$ cat src/rtl/sr04_echo_emulator.sv
// HC-SR04 ultrasonic sensor stand-in. A trig pulse of at least TRIG_MIN_US
// is answered, after a fixed burst delay, with an echo pulse. The echo width is
// proportional to dist_cm. A trig pulse that is too short raises a one-cycle
// trig_err instead.
module sr04_echo_emulator #(
  parameter int CLK_FREQ    = 100_000_000,
  parameter int TRIG_MIN_US = 10,
  parameter int BURST_US    = 200,
  parameter int US_PER_CM   = 58,
  parameter int MAX_CM      = 400,
  parameter int TIMEOUT_US  = 38000,
  parameter int HOLDOFF_US  = 100
) (
  input  logic        clk,
  input  logic        rst,
  input  logic        trig,
  input  logic [13:0] dist_cm,
  output logic        echo,
  output logic        busy,
  output logic        trig_err
);

  localparam int          CYC_PER_US   = CLK_FREQ / 1_000_000;
  localparam logic [31:0] TRIG_MIN_CYC = 32'(TRIG_MIN_US * CYC_PER_US);
  localparam logic [31:0] BURST_CYC    = 32'(BURST_US * CYC_PER_US);
  localparam logic [31:0] TO_CYC       = 32'(TIMEOUT_US * CYC_PER_US);
  localparam logic [31:0] HOLD_CYC     = 32'(HOLDOFF_US * CYC_PER_US);
  localparam logic [31:0] CYC_PER_CM   = 32'(US_PER_CM * CYC_PER_US);
  localparam logic [13:0] MAX_CM_W     = 14'(MAX_CM);

  typedef enum logic [2:0] {
    S_IDLE,
    S_TRIG_HI,
    S_BURST,
    S_ECHO,
    S_HOLDOFF
  } state_t;

  state_t      r_state, w_state;
  logic [31:0] r_cnt, w_cnt;
  logic        r_sync1, r_trig_s, r_trig_d;
  logic        r_echo, w_echo;
  logic        r_busy, w_busy;
  logic        r_trig_err, w_trig_err;
  logic [13:0] r_dist_lat;
  logic        w_latch;
  logic        w_rise;
  logic [31:0] w_echo_len;

  // Two-flop synchronizer for the asynchronous trig, plus one delayed copy for edge detection
  always_ff @(posedge clk) begin
    if (rst) begin
      r_sync1  <= 1'b0;
      r_trig_s <= 1'b0;
      r_trig_d <= 1'b0;
    end else begin
      r_sync1  <= trig;
      r_trig_s <= r_sync1;
      r_trig_d <= r_trig_s;
    end
  end

  assign w_rise = r_trig_s & ~r_trig_d;

  // Echo length from the latched distance; zero or beyond range gives the timeout width
  always_comb begin
    if ((r_dist_lat == 14'd0) || (r_dist_lat > MAX_CM_W)) begin
      w_echo_len = TO_CYC;
    end else begin
      w_echo_len = {18'd0, r_dist_lat} * CYC_PER_CM;
    end
  end

  // Next-state, counter and output decisions for the measurement sequence
  always_comb begin
    w_state    = r_state;
    w_cnt      = r_cnt + 32'd1;
    w_echo     = r_echo;
    w_busy     = r_busy;
    w_trig_err = 1'b0;
    w_latch    = 1'b0;
    unique case (r_state)
      S_IDLE: begin
        w_cnt  = '0;
        w_echo = 1'b0;
        w_busy = 1'b0;
        if (w_rise) begin
          w_state = S_TRIG_HI;
          w_cnt   = 32'd1;
        end
      end
      S_TRIG_HI: begin
        if (r_trig_s) begin
          // Only need to know the pulse reached the minimum, so stop counting there
          w_cnt = (r_cnt >= TRIG_MIN_CYC) ? r_cnt : r_cnt + 32'd1;
        end else if (r_cnt >= TRIG_MIN_CYC) begin
          w_state = S_BURST;
          w_cnt   = '0;
          w_busy  = 1'b1;
          w_latch = 1'b1;
        end else begin
          w_state    = S_IDLE;
          w_cnt      = '0;
          w_trig_err = 1'b1;
        end
      end
      S_BURST: begin
        if (r_cnt >= BURST_CYC - 32'd1) begin
          w_state = S_ECHO;
          w_cnt   = '0;
          w_echo  = 1'b1;
        end
      end
      S_ECHO: begin
        if (r_cnt >= w_echo_len - 32'd1) begin
          w_state = S_HOLDOFF;
          w_cnt   = '0;
          w_echo  = 1'b0;
        end
      end
      S_HOLDOFF: begin
        if (r_cnt >= HOLD_CYC - 32'd1) begin
          w_state = S_IDLE;
          w_cnt   = '0;
          w_busy  = 1'b0;
        end
      end
      default: begin
        w_state = S_IDLE;
        w_cnt   = '0;
        w_echo  = 1'b0;
        w_busy  = 1'b0;
      end
    endcase
  end

  // State register, cycle counter and registered outputs
  always_ff @(posedge clk) begin
    if (rst) begin
      r_state    <= S_IDLE;
      r_cnt      <= '0;
      r_echo     <= 1'b0;
      r_busy     <= 1'b0;
      r_trig_err <= 1'b0;
    end else begin
      r_state    <= w_state;
      r_cnt      <= w_cnt;
      r_echo     <= w_echo;
      r_busy     <= w_busy;
      r_trig_err <= w_trig_err;
    end
  end

  // Capture the distance once, when a valid trig is accepted; later changes are ignored
  always_ff @(posedge clk) begin
    if (w_latch) begin
      r_dist_lat <= dist_cm;
    end
  end

  assign echo     = r_echo;
  assign busy     = r_busy;
  assign trig_err = r_trig_err;

endmodule

$ cat config.mk
export PLATFORM = sky130hd
export DESIGN_NAME = sr04_echo_emulator
export DESIGN_NICKNAME = d
export VERILOG_FILES = /design/src/rtl/sr04_echo_emulator.sv
export SDC_FILE = /design/constraint.sdc
export NUM_CORES = 1
export LEC_CHECK = 0
export CORE_AREA = 3 3 125 127
export CTS_CLUSTER_SIZE = 10
export DETAILED_ROUTE_END_ITERATION = 10
export DIE_AREA = 0 0 128 130
export SYNTH_ARGS = -nofsm -noshare
export SYNTH_HDL_FRONTEND = slang
export SYNTH_SLANG_ARGS = --single-unit
$ cat constraint.sdc
create_clock -name clk -period 20.9 [get_ports clk]
set_input_delay 3.135 -clock clk [delete_from_list [all_inputs] [get_ports clk]]
set_output_delay 3.135 -clock clk [all_outputs]
set_load 0.1 [all_outputs]
[Yosys cells after proc, flatten, opt, wreduce, memory -nomap -nowiden]
Index checks and enable logic that the tools add are counted.
W data, S select, Z words.
Word-level totals
  bits in registers: 55
  bits in latches: 0
  bits in writable memories: 0
  bits in read-only memories: 0
  input port bits: 17
  output and inout bits: 3
  word-level logic and storage cells: 68
  memories: 0
Operators by class
  $add $sub $neg: 2
  $mul: 1
  div/mod/pow operators: 0
  $lt $le $gt $ge: 5
  eq/ne operators: 11
  shifts and indexed selects: 0
  muxes and demuxes: 26
  bitwise logic cells: 5
  reduce and logical (&&, ||, !) cells: 9
Operators with widths (count)
  $mux W32: 5
  $pmux W32 S5: 1
  $add A32 B1 Y32 const B: 1
  $ge A32 B10 Y1 const B: 1
  $ge A32 B14 Y1 const B: 1
  $ge A32 B15 Y1 const B: 1
  $ge A32 B32 Y1: 1
  $sub A32 B1 Y32 const B: 1
  $mux W27: 1
  $mul A14 B10 Y24 const B: 1
  $mux W3: 5
  $pmux W3 S5: 1
  $gt A14 B9 Y1 const B: 1
  $logic_not A14 Y1: 1
  $ne A2 B2 Y1 const B: 6
  $mux W1: 10
  $eq A3 B2 Y1 const B: 2
  $pmux W1 S3: 2
  $reduce_and A5 Y1: 1
  $not A1 Y1: 4
  $reduce_and A4 Y1: 1
  $reduce_or A2 Y1: 2
  $eq A3 B1 Y1 const B: 1
  $eq A3 B3 Y1 const B: 1
  other kinds (7): 7

[Longest topological paths before layout]
Gate-level depths: netlist (run 1).
  word-level depth: 7
  depth in mapped cells: 31
  depth with buffers taken out: 27

[Worst setup path before layout (run 1)]
Ideal clock, no wire load.
  kind: flip-flop to flip-flop
  start: register r_dist_lat[1]
  end: register r_state[0]
  setup time: 71 ps
  arrival time: 7097 ps
  required time: 20829 ps
  setup slack: 13732 ps
  stages on the path, launching flop included: 26
  path buffers: 1
  clock period less this slack: 7168 ps
  path through: edfxtp_1 > ha_1 > xor2_1 > ha_1 > fa_1 > fa_1 > inv_1 > fa_1 > inv_1 > ha_1 > a211oi_1 > o21bai_1 > o2111a_1 > o311ai_1 > a211oi_1 > nor4_1 > and2_1 > nand4_1 > ha_1 > nand4_1 > nor4_1 > a221oi_1 > or3_1 > buf_2 > or4_1 > a21oi_1
On the way
  word-level cells in the longest chain between the ends: 7
  elaborated cells between the ends (all ways): 9
  those cells by class: 1 x add/sub; 1 x mul; 2 x order compare; 1 x eq/ne; 1 x mux; 3 x reduce/logical
Ends and longest elaborated chain
  start: declaration: RTL line 45  | logic [13:0] r_dist_lat;
  start signal: assignment: RTL line 157  | r_dist_lat <= dist_cm;
  parallel branches: the longest is 2 deep, another holds $mul A14 B10 Y24
  $mux W27 (*): RTL line 67  | if ((r_dist_lat == 14'd0) || (r_dist_lat > MAX_CM_W)) begin
  $sub A32 B1 Y32 (*): RTL line 115  | if (r_cnt >= w_echo_len - 32'd1) begin
  $ge A32 B32 Y1 (*): RTL line 115
  $ne A2 B2 Y1 (no line) (*)
  $reduce_and A5 Y1 (no line) (*)
  end signal: assignment: RTL line 146  | r_state <= w_state;
  end: declaration: RTL line 39  | state_t r_state, w_state;
Every way passes the cells marked *.
A chain may end at the register's enable or synchronous reset.

[Worst setup path in the final report (run 1)]
  start: register r_dist_lat[1]
  end: register r_cnt[25]
On the way
  word-level cells in the longest chain between the ends: 7
  elaborated cells between the ends (all ways): 9
  those cells by class: 1 x add/sub; 1 x mul; 2 x order compare; 3 x mux; 2 x reduce/logical
Ends and longest elaborated chain
  parallel branches: the longest is 2 deep, another holds $mul A14 B10 Y24
  $mux W27 (*): RTL line 67
  $sub A32 B1 Y32 (*): RTL line 115
  $ge A32 B32 Y1 (*): RTL line 115
  $mux W32 (*): RTL line 115
  $pmux W32 S5 (*): RTL line 82  | unique case (r_state)
  end signal: assignment: RTL line 147  | r_cnt <= w_cnt;
  end: declaration: RTL line 40  | logic [31:0] r_cnt, w_cnt;
Marks and branches as above.

==> impl_metrics.env, run 1 <==
export IMPL_clock_sinks=55
export IMPL_syn_area_um2=6549
export IMPL_grt_usage_pct=18.87
export IMPL_syn_to_final_growth_pct=8.101
export IMPL_worst_setup_path_end_kind="flop"
export IMPL_synth_compound_area_share_pct=12.40
export IMPL_syn_nets=910
export IMPL_cts_buffers=5
export IMPL_synth_edf_count=14
export IMPL_die_height_um=130
export IMPL_wl_per_cell_um=15.47
export IMPL_overflow=0
export IMPL_initial_core_util_pct=45.06
export IMPL_cts_hold_fix_buffers=0
export IMPL_grt_setup_unrepaired="false"
export IMPL_root_buffer="clkbuf_16"
export IMPL_fin_nets=921
export IMPL_clk_pin_slew_ps=80
export IMPL_syn_avg_cell_area_um2=8.674
export IMPL_synth_top_area_share_pct=18.91
export IMPL_grt_pass1_vias=5298
export IMPL_ant_nets=0
export IMPL_gp_congestion=0.9047
export IMPL_finalCriticalPeriod_ps=8423
export IMPL_critPathKind="reg -> reg"
export IMPL_final_max_slew_viol_count=0
export IMPL_synth_cell_types=73
export IMPL_synthTopCellsByArea="ha_1 (19%), dfxtp_1 (13%), fa_1 (12%)"
export IMPL_detail_route_vias_per_cell=5.537
export IMPL_cap_violations=0
export IMPL_hold_viol=0
export IMPL_seq_area_um2=1241
export IMPL_mostFrequentLayoutCells="ha_1 (99), inv_1 (90), nor2_1 (74)"
export IMPL_synthAdderAreaFrac_pct=30.84
export IMPL_yosysWarningCount=0
export IMPL_cts_tree="yes"
export IMPL_critPathMaxFanout=29
export IMPL_yosys_area_top_type="ha_1"
export IMPL_setup_violations_final=0
export IMPL_cts_max_level=2
export IMPL_yosys_area_share_simple_pct=22.64
export IMPL_antenna_found_initial=0
export IMPL_post_cts_resized=0
export IMPL_first_pass_iters=4
export IMPL_multi_input_area_um2=4900
export IMPL_power_leakage_nw=3.052
export IMPL_ys_seq_area_share_pct=18.95
export IMPL_synth_xor_area_share_pct=8.158
export IMPL_power_density_nw_per_um2=30.37
export IMPL_fillCellCount=1396
export IMPL_cp_required_ps=21070
export IMPL_ys_seq_elements=55
export IMPL_grt_max_degree=30
export IMPL_async_flop_share_pct=0
export IMPL_period_share_pct=40.30
export IMPL_synthMuxAreaShare_pct=0.7833
export IMPL_tns_ps=0
export IMPL_io_buffers=19
export IMPL_grt_pass1_wl_mm=25.45
export IMPL_drive_gt1_share_pct=3.520
export IMPL_synth_flop_cell="dfxtp_1"
export IMPL_skew_ps=14.58
export IMPL_design_area_um2=7079
export IMPL_drc=0
export IMPL_irDropWorstVdd_uv=44.48
export IMPL_num_rows=44
export IMPL_die_area_um2=16640
export IMPL_synth_top_family_by_area="adder cells"
export IMPL_hold_path_class="reg -> reg"
export IMPL_place_area_um2=6907
export IMPL_startpoint_type="flop"
export IMPL_vias=5266
export IMPL_layout_commonest_cell="ha_1"
export IMPL_n_antenna_cell=0
export IMPL_synth_cells=755
export IMPL_fp_dieW_um=128
export IMPL_max_freq_ghz=0.1187
export IMPL_hpwlAfterDp_mm=12.01
export IMPL_slew_limit_headroom_pct=34.59
export IMPL_cp_arrival_ps=8590
export IMPL_drt_total_wl_mm=14.71
export IMPL_post_cts_buffers=0
export IMPL_outcome="completed"
export IMPL_worst_pin_slew_ps=978.7
export IMPL_drt_iter0_markers=220
export IMPL_clk_insertion_delay_late_ps=310
export IMPL_pin_count=20
export IMPL_cts_max_path_buffers=2
export IMPL_coreArea_um2=14530
-- flip-flops by register name (all words and copies together), names as in the netlist --
| name | cells |
|---|---|
| r_trig_s | 1 |
| busy | 1 |
| r_dist_lat | 14 |
| echo | 1 |
| trig_err | 1 |
| r_state | 3 |
| r_cnt | 32 |
| r_sync1 | 1 |
| r_trig_d | 1 |
-- synth_stat cells, drive strengths merged, types with 5 or more instances --
library cell	count
inv	90
and3	6
or3	7
nor3b	6
ha	99
a21oi	36
nand4	21
fa	39
or2	5
o31ai	7
and4	5
buf	8
clkbuf	8
edfxtp	14
xor2	35
nor4	14
nand2	51
a211oi	6
nor2	75
nor3	18
a31oi	6
dfxtp	41
nand3	28
o21ai	14
xnor2	26
nor2b	12
a21o	11
-- logic make-up (layout without fill, tap and decap cells) --
group	after synthesis	in the layout
adders and majority gates	138	138
muxes	5	5
DFF	55	55
and+or+nand+nor	275	275
xor gates and xnor gates	61	61
AOI/OAI and AO/OA	115	115
buffers and inverters	106	118
-- metal layers --
layer | GRT usage (%) | vias up | part of all wire, %
li1 | - | 2674 | -
met1 | 23.83 | 2477 | 46
met2 | 33.49 | 94 | 49
met3 | 2.047 | 21 | 3.1
met4 | 6.679 | 0 | 2.3
met5 | 0 | - | 0
-- critical path, cell delays in order (launching register included) --
cell and delay (ps):
edfxtp_1 490, ha_1 400, xor2_1 490, ha_1 360, fa_1 510, fa_1 540, inv_1 60, fa_1 510
inv_1 40, ha_1 380, a211oi_1 280, o21bai_1 180, o2111a_1 320, o311ai_1 340, a211oi_1 160, nor4_1 450
and2_1 290, nand4_1 150, ha_1 340, nand4_1 130, nor4_1 290, a221oi_1 180, or3_1 490, nand2_1 770
nor2_1 120
-- path summary, 6_finish.rpt --
kind	start	endpoint	slack (ps)	depth (start not counted)
max	r_dist_lat[1]$_DFFE_PP_	r_cnt[25]$_SDFFE_PP0P_	12480	24
min	r_sync1$_SDFF_PP0_	r_trig_s$_SDFF_PP0_	460	1
max reg2reg	r_dist_lat[1]$_DFFE_PP_	r_cnt[25]$_SDFFE_PP0P_	12480	24
min reg2reg	r_sync1$_SDFF_PP0_	r_trig_s$_SDFF_PP0_	460	1
-- area by class of cell --
class                           instances  share of cell area, %
Sequential cell                        55                  17.53
Inverter                               90                  4.772
Timing Repair Buffer                   20                  2.793
Multi-Input combinational cell        594                  69.21
Clock inverter                          3                 0.6716
Tap cell                              184                  3.252
Clock buffer                            5                  1.767
-- where the power goes --
part	total (mW)	switching [mW]	internal [mW]
logic	0.00457	0.00144	0.00313
registers	0.110	0.000323	0.109
clock network	0.101	0.0435	0.0574
-- through the flow --
step	utilization [%]	instances	hold slack, ps	setup WS [ps]	total power, mW
after CTS	48.71	951	461.6	12410	0.2194
after global placement	47.52	943	426.7	12770	0.1165
after global routing	48.71	951	472.0	11650	0.2222
after floorplan	-	755	413.8	13730	0.1133
final	48.71	951	459.0	12480	0.2150
after detailed placement	47.52	943	431.1	12460	0.1166
No activity file was read; power rests on OpenSTA's default activity.
==> inputs of run 2 (changes only) <==
Clock period 20.9 ns to 8.3 ns, I/O delays scaled along.
==> run 2 against run 1 <==
Non-clock buffer count is 3 higher. Critical path depth stayed put. Count of clock-buffer cells in the layout stayed put. Register-to-register slack worse by 12000 ps. Cell count is 0.32% higher. Utilization is 0.34 points higher. Hold slack worse by 1.8 ps. Critical path type unchanged. Critical endpoint is now r_state[0]$_SDFFE_PP0P_. Largest power group unchanged. Highest routed layer unchanged.
==> impl_metrics.env, run 2 (synthesis gave the netlist of run 1 again) <==
export IMPL_largest_reg_flops=32
export IMPL_cts_buffers=5
export IMPL_overflow=0
export IMPL_cp_arrival_ps=8040
export IMPL_dp_cells=946
export IMPL_worst_setup_path_end_kind="flop"
export IMPL_worst_pin_slew_ps=975.5
export IMPL_r2r_start="r_dist_lat[1]$_DFFE_PP_"
export IMPL_drt_total_wl_mm=15.05
export IMPL_final_max_slew_viol_count=0
export IMPL_min_from="r_sync1$_SDFF_PP0_"
export IMPL_grt_max_degree=21
export IMPL_cap_violations=0
export IMPL_coreArea_um2=14530
export IMPL_fin_nets=924
export IMPL_largestRegisters="r_cnt (32), r_dist_lat (14), r_state (3)"
export IMPL_syn_to_final_growth_pct=8.865
export IMPL_pin_count=20
export IMPL_hold_path_class="reg -> reg"
export IMPL_power_frac_seq_pct=50.9
export IMPL_drc=0
export IMPL_grt_pass1_wl_mm=26.36
export IMPL_outcome="completed"
export IMPL_fp_dieW_um=128
export IMPL_setup_violations_final=0
export IMPL_power_density_nw_per_um2=76.06
export IMPL_power_switching_share_pct=21.28
export IMPL_drive_gt1_share_pct=4.286
export IMPL_top_usage_layer="met2"
export IMPL_first_pass_iters=5
export IMPL_num_rows=44
export IMPL_die_area_um2=16640
export IMPL_vias=5312
export IMPL_place_area_um2=6929
export IMPL_post_cts_buffers=0
export IMPL_cts_max_level=2
export IMPL_cts_hold_fix_buffers=0
export IMPL_detail_route_vias_per_cell=5.568
export IMPL_wl_per_cell_um=15.78
export IMPL_tns_ps=0
export IMPL_grt_usage_pct=19.44
export IMPL_grt_setup_unrepaired="false"
export IMPL_gp_congestion=0.8457
export IMPL_period_share_pct=94.08
export IMPL_clkPwrFrac_pct=47.0
export IMPL_met2_usage_pct=33.36
export IMPL_clock_sinks=55
export IMPL_power_leakage_nw=3.061
export IMPL_finalCriticalPeriod_ps=7809
export IMPL_rrSetupSlack_ps=490
export IMPL_root_buffer="clkbuf_16"
export IMPL_grt_pass1_vias=5392
export IMPL_holdPathEnd="r_trig_s$_SDFF_PP0_"
export IMPL_cp_required_ps=8530
export IMPL_initial_core_util_pct=45.06
export IMPL_grtUsageMet1_pct=25.33
export IMPL_irDropWorstVdd_uv=77.36
export IMPL_largest_register="r_cnt"
export IMPL_n_antenna_cell=0
export IMPL_antenna_found_initial=0
export IMPL_die_height_um=130
export IMPL_min_path_cells=1
export IMPL_clk_pin_slew_ps=80
export IMPL_mostFrequentLayoutCells="ha_1 (99), inv_1 (90), nor2_1 (74)"
export IMPL_io_buffers=19
export IMPL_hold_viol=0
export IMPL_hpwlAfterDp_mm=12.36
export IMPL_r2r_end="r_state[0]$_SDFFE_PP0P_"
export IMPL_critPathMaxFanout=8
export IMPL_use_met3_pct=2.702
export IMPL_cts_max_path_buffers=2
export IMPL_rr_worst_depth=24
export IMPL_combPwrFrac_pct=2.2
export IMPL_clk_insertion_delay_late_ps=320
export IMPL_cts_tree="yes"
export IMPL_p_int_mw=0.4269
export IMPL_ant_nets=0
export IMPL_drt_iter0_markers=296
export IMPL_startpoint_type="flop"
export IMPL_max_freq_ghz=0.1281
export IMPL_skew_ps=15.42
export IMPL_layout_commonest_cell="ha_1"
export IMPL_critPathKind="reg -> reg"
export IMPL_fillCellCount=1448
export IMPL_layoutNonFillerInstCount=954
export IMPL_p_switching_mw=0.1154
export IMPL_slew_limit_headroom_pct=34.76
export IMPL_finalCoreUtilization_pct=49.05
export IMPL_design_area_um2=7129
export IMPL_power_mw=0.5423
[run 2: changes by cell type in the layout (fill, tap and decap cells not counted)]
cell,before,now
clkinv_4,1,0
buf_4,1,4
mux2i_1,4,3
nor4_2,1,2
xor2_4,0,1
clkinvlp_4,0,1
mux2i_2,0,1
nor4_1,12,11
xor2_1,35,34
[run 2: worst max-delay path, cell delays in order, from the launching register on]
cell and delay, ps:
edfxtp_1 490, ha_1 470, xor2_4 250, ha_1 290, fa_1 510, fa_1 540, inv_1 50, fa_1 510
inv_1 50, ha_1 380, a211oi_1 270, o21bai_1 180, o21a_1 210, a31oi_1 220, mux2i_2 390, nor4b_4 440
nand4_1 180, xnor2_1 170, ha_1 300, nand4_1 150, nor4_1 310, a221oi_1 200, or3_1 510, or4_1 500
a21oi_1 140
[run 2: timing repair]
action                                 in CTS  in global routing
setup endpoints to repair                   0                 33
endpoints found under the hold margin       0                  0
resized for setup                           0                  4
[run 2: cell type report]
type | instances | area, um^2 | share of cell area, %
Multi-Input combinational cell | 594 | 4928 | 69.13
Sequential cell | 55 | 1241 | 17.41
Inverter | 90 | 337.8 | 4.739
Tap cell | 184 | 230.2 | 3.229
Timing Repair Buffer | 23 | 220.2 | 3.089
Clock buffer | 5 | 125.1 | 1.755
Clock inverter | 3 | 46.29 | 0.6494
[run 2: metrics by stage]
step	hold WS (ps)	setup slack, ps
2_1_floorplan	413.8	1132
3_3_place_gp	446.6	544.8
3_5_place_dp	441.6	247.8
4_1_cts	462.3	180.1
5_1_grt	475.7	16.97
6_report	457.2	491.1
[run 2: worst max-delay path by stage]
stage	depth (start not counted)	start	endpoint	slack, ps
after global routing	24	r_dist_lat[1]$_DFFE_PP_	r_state[0]$_SDFFE_PP0P_	20
after global placement	24	r_dist_lat[1]$_DFFE_PP_	r_state[0]$_SDFFE_PP0P_	540
final	24	r_dist_lat[1]$_DFFE_PP_	r_state[0]$_SDFFE_PP0P_	490
after CTS	24	r_dist_lat[1]$_DFFE_PP_	r_state[0]$_SDFFE_PP0P_	180
after floorplan	25	r_dist_lat[1]$_DFFE_PP_	r_state[0]$_SDFFE_PP0P_	1130
after detailed placement	24	r_dist_lat[1]$_DFFE_PP_	r_state[0]$_SDFFE_PP0P_	250
[run 2: metal layers]
metal / wire length [um] / share of wire (%)
met4: 451 / 3.0
met1: 7035 / 47
met2: 7172 / 48
met3: 393 / 2.6
met5: 0 / 0
[run 2: power by group through the flow]
stage	Combinational (mW)	Clock (mW)	Sequential (mW)
floorplan	0.00287	0	0.282
global placement	0.0115	0	0.282
detailed placement	0.0119	0	0.282
CTS	0.0120	0.263	0.276
global route	0.0129	0.274	0.276
finish	0.0118	0.255	0.276
